===== src/rtl/c_fetch_ctrl.sv =====
// RV32IC fetch sequencer: word fetches, parcel split, straddle reassembly.
// One instruction per decode handshake, branch redirect with in-flight drop.
module c_fetch_ctrl #(
    parameter int                ADDR_W   = 32,
    parameter logic [ADDR_W-1:0] RESET_PC = '0
) (
    input  logic              clk,
    input  logic              reset,
    output logic              imem_req_o,
    output logic [ADDR_W-1:0] imem_addr_o,
    input  logic              imem_rvalid_i,
    input  logic [31:0]       imem_rdata_i,
    input  logic              br_taken_i,
    input  logic [ADDR_W-1:0] br_target_i,
    output logic [31:0]       inst_o,
    output logic [ADDR_W-1:0] inst_pc_o,
    output logic              inst_valid_o,
    input  logic              inst_ready_i,
    output logic              inst_is_c_o,
    output logic              pc_misaligned_o,
    output logic              stall_pc_o
);

    typedef enum logic [1:0] {
        S_FETCH,
        S_WAIT,
        S_ISSUE,
        S_DRAIN
    } state_e;

    localparam logic [ADDR_W-1:0] WMASK = ~ADDR_W'(3);
    localparam logic [ADDR_W-1:0] TWO   = ADDR_W'(2);
    localparam logic [ADDR_W-1:0] FOUR  = ADDR_W'(4);

    state_e            state_q, state_d;
    logic [ADDR_W-1:0] faddr_q, faddr_d;
    logic              off_q, off_d;
    logic [31:0]       wbuf_q, wbuf_d;
    logic [15:0]       hbuf_q, hbuf_d;
    logic [ADDR_W-1:0] hbuf_pc_q, hbuf_pc_d;
    logic              hbuf_v_q, hbuf_v_d;

    logic [15:0] parcel;
    logic        par_c;
    logic        valid;
    logic        fire;

    always_ff @(posedge clk) begin
        if (reset) begin
            state_q   <= S_FETCH;
            faddr_q   <= RESET_PC & WMASK;
            off_q     <= RESET_PC[1];
            wbuf_q    <= '0;
            hbuf_q    <= '0;
            hbuf_pc_q <= '0;
            hbuf_v_q  <= 1'b0;
        end else begin
            state_q   <= state_d;
            faddr_q   <= faddr_d;
            off_q     <= off_d;
            wbuf_q    <= wbuf_d;
            hbuf_q    <= hbuf_d;
            hbuf_pc_q <= hbuf_pc_d;
            hbuf_v_q  <= hbuf_v_d;
        end
    end

    assign parcel = off_q ? wbuf_q[31:16] : wbuf_q[15:0];
    assign par_c  = parcel[1:0] != 2'b11;
    // Upper-half 32-bit parcel without a buffered low half is not issuable.
    assign valid  = (state_q == S_ISSUE) && (hbuf_v_q || par_c || !off_q);
    assign fire   = valid && inst_ready_i;

    always_comb begin
        state_d   = state_q;
        faddr_d   = faddr_q;
        off_d     = off_q;
        wbuf_d    = wbuf_q;
        hbuf_d    = hbuf_q;
        hbuf_pc_d = hbuf_pc_q;
        hbuf_v_d  = hbuf_v_q;
        unique case (state_q)
            S_FETCH: state_d = S_WAIT;
            S_WAIT: begin
                if (imem_rvalid_i) begin
                    wbuf_d  = imem_rdata_i;
                    state_d = S_ISSUE;
                end
            end
            S_ISSUE: begin
                if (hbuf_v_q) begin
                    if (fire) begin
                        hbuf_v_d = 1'b0;
                        off_d    = 1'b1;
                    end
                end else if (par_c && !off_q) begin
                    if (fire) off_d = 1'b1;
                end else if (par_c || !off_q) begin
                    if (fire) begin
                        faddr_d = faddr_q + FOUR;
                        off_d   = 1'b0;
                        state_d = S_FETCH;
                    end
                end else begin
                    hbuf_d    = parcel;
                    hbuf_pc_d = faddr_q + TWO;
                    hbuf_v_d  = 1'b1;
                    faddr_d   = faddr_q + FOUR;
                    off_d     = 1'b0;
                    state_d   = S_FETCH;
                end
            end
            S_DRAIN: begin
                if (imem_rvalid_i) state_d = S_FETCH;
            end
            default: state_d = S_FETCH;
        endcase
        if (br_taken_i) begin
            hbuf_v_d = 1'b0;
            faddr_d  = br_target_i & WMASK;
            off_d    = br_target_i[1];
            // A request still in flight must be absorbed before refetching.
            if (state_q == S_FETCH ||
                ((state_q == S_WAIT || state_q == S_DRAIN) && !imem_rvalid_i))
                state_d = S_DRAIN;
            else
                state_d = S_FETCH;
        end
    end

    assign imem_req_o      = (state_q == S_FETCH) && !reset;
    assign imem_addr_o     = imem_req_o ? faddr_q : '0;
    assign inst_valid_o    = valid;
    assign inst_o          = !valid   ? 32'h0 :
                             hbuf_v_q ? {wbuf_q[15:0], hbuf_q} :
                             par_c    ? {16'h0, parcel} : wbuf_q;
    assign inst_pc_o       = !valid   ? '0 :
                             hbuf_v_q ? hbuf_pc_q :
                             faddr_q + ADDR_W'({off_q, 1'b0});
    assign inst_is_c_o     = valid && !hbuf_v_q && par_c;
    assign pc_misaligned_o = valid && hbuf_v_q;
    assign stall_pc_o      = !(valid && inst_ready_i);

endmodule

===== config.mk =====
export PLATFORM = sky130hd
export DESIGN_NAME = c_fetch_ctrl
export DESIGN_NICKNAME = d
export VERILOG_FILES = /design/src/rtl/c_fetch_ctrl.sv
export SDC_FILE = /design/constraint.sdc
export NUM_CORES = 1
export LEC_CHECK = 0
export ABC_AREA = 0
export ABC_CLOCK_PERIOD_IN_PS = 4050
export BUFFER_PORTS_ARGS = -buffer_cell sky130_fd_sc_hd__buf_2
export CORE_MARGIN = 3
export CORE_UTILIZATION = 40
export CTS_CLUSTER_SIZE = 16
export DETAILED_ROUTE_END_ITERATION = 10
export SLEW_MARGIN = 20
export SYNTH_ARGS = -nofsm -noshare
export SYNTH_HDL_FRONTEND = slang
export SYNTH_SLANG_ARGS = --single-unit

===== constraint.sdc =====
create_clock -name clk -period 4.05 [get_ports clk]
set_input_delay 1.215 -clock clk [delete_from_list [all_inputs] [get_ports clk]]
set_output_delay 1.215 -clock clk [all_outputs]
set_load 0.02 [all_outputs]

Yosys cells after proc, flatten, opt, wreduce, memory -nomap -nowiden
Cells that the tools add are included.
{ "word_totals": {"inputBits": 69, "register_bits": 116, "output_inout_bits": 101, "word_cells": 88} }
{ "classes": {"n_reduce_logical": 27, "bitwise": 3, "mux": 33, "eq_ne": 14, "add_sub_neg": 3} }
{ "ops": {"columns": ["cell", "n"], "rows": [
  ["two-way mux 32 bit", 12],
  ["adder 32 x 2 -> 32 bit", 1],
  ["adder 32 x 2 -> 32 bit, second input constant", 1],
  ["adder 32 x 3 -> 32 bit, second input constant", 1],
  ["two-way mux 16 bit", 1],
  ["two-way mux 2 bit", 8],
  ["!= test 3 bit, second input constant", 5],
  ["AND reduction 4 bit", 3],
  ["two-way mux 1 bit", 11],
  ["logical AND 1 bit", 8],
  ["!= test 2 bit, second input constant", 4],
  ["case mux 2 bit (4 select lines)", 1],
  ["zero test 1 bit", 5],
  ["logical OR 1 bit", 5],
  ["!= test 5 bit, second input constant", 1],
  ["AND reduction 5 bit", 1],
  ["== test 2 bit, second input constant", 2],
  ["!= test 4 bit, second input constant", 1],
  ["AND reduction 2 bit", 2],
  ["inverter 1 bit", 3],
  ["== test 2 x 1 -> 1 bit, second input constant", 1],
  ["zero test 2 bit", 1],
  ["nonzero test 2 bit", 1],
  ["OR reduction 2 bit", 1]
]} }

Logic depth before layout (Yosys ltp)
{ "logic_depth": {"ltp_word": 12, "ltp_mapped": 8, "mapped_depth_nobuf": 5} }

Worst setup path after synthesis
OpenSTA, ideal clock, no wires.
{ "synth_timing": {"path_type": "in2out", "start": "input port reset", "end": "output port imem_addr_o[22]", "path_stages": 3, "setup_slack_ns": 0.723, "arrival_ns": 2.112, "t_required_ns": 2.835, "cell_sequence": "nor3_1 > clkbuf_1 > and2_1"} }
{ "synth_between": {"elab_chain_cells": 3} }
{ "synth_rtl": {"columns": ["element", "line_no", "rtl"], "rows": [
  ["start: declaration", "8", "input logic reset,"],
  ["zero test 1 bit", "131", "assign imem_req_o = (state_q == S_FETCH) && !reset;"],
  ["logical AND 1 bit", "131", null],
  ["net imem_req_o", "9", "output logic imem_req_o,"],
  ["two-way mux 32 bit", "132", "assign imem_addr_o = imem_req_o ? faddr_q : '0;"],
  ["end: declaration", "10", "output logic [ADDR_W-1:0] imem_addr_o,"]
]} }
The timed path passes the listed nets, and every way through them passes these cells.

Final worst setup path
{ "layout_timing": {"start": "register state_q[1]", "end": "output port inst_o[27]"} }
{ "layout_between": {"elab_chain_cells": 3} }
{ "layout_rtl": {"columns": ["element", "line_no", "rtl"], "rows": [
  ["start: declaration", "35", "state_e state_q, state_d;"],
  ["start signal: assignment", "58", "state_q <= state_d;"],
  ["== test 2 bit", "71", "assign valid = (state_q == S_ISSUE) && (hbuf_v_q || par_c || !off_q);"],
  ["logical AND 1 bit", "71", null],
  ["two-way mux 32 bit", "134", "assign inst_o = !valid ? 32'h0 :"],
  ["end: declaration", "15", "output logic [31:0] inst_o,"]
]} }
No other way between the ends.

==> impl_metrics.ini <==
[global_route]
grt_max_degree = 65
grt_pass1_wl_mm = 27.6
grt_pass1_vias = 5442
grtUsageTotal_pct = 21.3
antenna_found_initial = 1
gr-total-overflow = 0

[timing]
max_freq_ghz = 0.261
skew_ps = 7.53
tightest_slew_ps = 971
min_period_over_period_pct = 94.6
slew_viol_final = 0
setup_ws_ps = 219
setup-tns-final_ps = 0
whs_ps = 452
min_period_ps = 3830
finalSetupViolCount = 0
rsz0062_at_grt = false
max_slew_margin_pct = 35.3
hold_violations = 0

[pwr]
ir_drop_mv = 0.265
p_comb_share_pct = 10.1
intPower_uw = 2300
power_switching_uw = 757
swShare_pct = 24.8
powerDensity_mw_per_mm2 = 420
p_seq_share_pct = 39.6
leakage_uw = 0.00297
clock_power_share_pct = 50.3

[floorplan]
coreArea_mm2 = 0.0139
start_util_pct = 41.2
fp.dieH_um = 126
dieArea_mm2 = 0.0158
std_cell_rows = 43
die_w_um = 126
ios = 170

[worst_setup_path]
reg2reg_from = hbuf_v_q
worstSetupPathType = flip-flop to output pin
path_max_fanout = 16
required_ps = 2830
start_kind = flip-flop
end_kind = output pin
critPathLaunch = state_q[1]
worst_ep_arrival_time_ps = 2620

[detailed_routing]
ant_nets = 0
drt-pass1-iter-count = 5
drt_iter0_drc = 385
via_count = 5750
viasPerCell = 5.36
detail_route.wl_per_cell_um = 16.2
drt-total-wl_mm = 17.4
drcViolationCount = 0

[place]
place_inst = 1038
placed_cell_area_mm2 = 0.00665
port_buffers = 165
dp_slack_ps = 583
place_congestion = 0.834
dp_hpwl_mm = 11.6

[run_status]
outcome = completed

[logic_synthesis]
synthArstFlopShare_pct = 0
ys_seq_area_share_pct = 39.4
ys_types = 56
ys_warn_count = 0
synth_ff_type = dfxtp_1
syn_area_mm2 = 0.00574
ys_seq_elements = 113
synth_edf_count = 0
synth_cells = 748
syn_avg_cell_area_um2 = 7.67

[cts]
clkLatencyLatePin_ps = 410
clockBufferDepth = 2
clkSinkCount = 113
cts-root-buf = clkbuf_16
h-tree-depth = 4
cts_buffers = 17
clk_pin_slew_worst_paths_ps = 50
cts_tree = yes

[worst_hold_path]
hp-class = flip-flop to flip-flop
worstHoldStart = hbuf_pc_q[21]

[layout]
final_cell_mix = nand2_1, buf_2, dfxtp_1
fin_area_mm2 = 0.00727
nNetsFinal = 947
finalNonFillerCells = 1072
syn_to_final_growth_pct = 26.7
final.fill_count = 1362
mostFrequentLayoutCell = nand2_1
drive_above_1_share_pct = 25.6

[job]
drv_cap = 0
-- cell usage after synthesis (13+ instances only) --
master	n	area share [%]
mux2i_1	16	2.8
o21ai_0	23	2.0
buf_2	13	1.1
and2_1	33	3.6
a211oi_1	18	2.4
nand3_1	15	1.3
nor2_1	38	2.5
xnor2_1	16	2.4
a21oi_1	81	7.1
nand2_1	190	12
a22o_1	44	6.7
dfxtp_1	113	39
clkbuf_1	47	3.1
-- repair_timing --
action	CTS	global route
resized for setup	0	1
buffers inserted	0	0
endpoints found under the setup margin	0	5
hold buffers	0	0
-- power by group through the flow --
stage	sequential, uW	clock [uW]	combinational, uW
final	1210	1540	308
after global routing	1220	1610	337
after CTS	1210	1560	309
after detailed placement	1230	0	307
after global placement	1230	0	302
after floorplan	1210	0	216
-- per-stage QoR --
step           utilization [%]  total power [uW]
2_1_floorplan                -              1420
3_3_place_gp              47.3              1530
3_5_place_dp              47.7              1540
4_1_cts                   52.1              3080
5_1_grt                   52.1              3170
6_report                  52.2              3050
-- kinds of logic (layout without fill, tap and decap cells) --
family / after synthesis / count (layout) / share of synthesized area [%]
simple gates: 332 / 332 / 26.7
compound gates: 189 / 189 / 21.7
flops: 113 / 113 / 39.4
buf+inv: 74 / 214 / 5.65
xor+xnor: 21 / 21 / 3.21
mux: 17 / 17 / 2.99
fa+ha+maj: 1 / 1 / 0.218
other cells: 1 / 5 / 0.0654
-- layout make-up --
type                    instances  area, um2  share of cell area [%]
flip-flops and latches        113       2260                    31.1
multi-input cells             563       3180                    43.8
repair buffers                177        958                    13.2
well taps                     180        225                    3.10
clock inverters                10        131                    1.81
diodes                          2       5.00                  0.0689
inverters                       5       18.8                   0.258
clock buffers                  22        484                    6.66
-- registers in the layout (all words and copies together) (netlist names) --
name	cells
hbuf_pc_q	31
off_q	1
hbuf_v_q	1
wbuf_q	32
state_q	2
faddr_q	30
hbuf_q	16
-- worst paths after layout --
kind                   end  slack (ps)  cells past startpoint
min reg2reg  hbuf_pc_q[21]         450                      2
min          hbuf_pc_q[21]         450                      2
max reg2reg    faddr_q[27]        1760                      5
max             inst_o[27]         220                      6
-- worst max-delay path: stages (launching register included) --
cell and delay [ps]:
dfxtp_1 460, nor2b_1 170, buf_4 160, nor2b_1 290
and3_1 690, a22o_1 250, buf_2 170
-- routing by layer --
metal / wire length (um) / global-route usage, % / vias up / part of all wire, %
met4: 328 / 6.88 / 0 / 1.9
met2: 8060 / 34.4 / 192 / 46
met5: 0 / 0 / - / 0
met3: 1370 / 7.25 / 20 / 7.9
met1: 7630 / 26.9 / 2688 / 44
li1: - / - / 2850 / -
(Power assumes the default switching activity.)
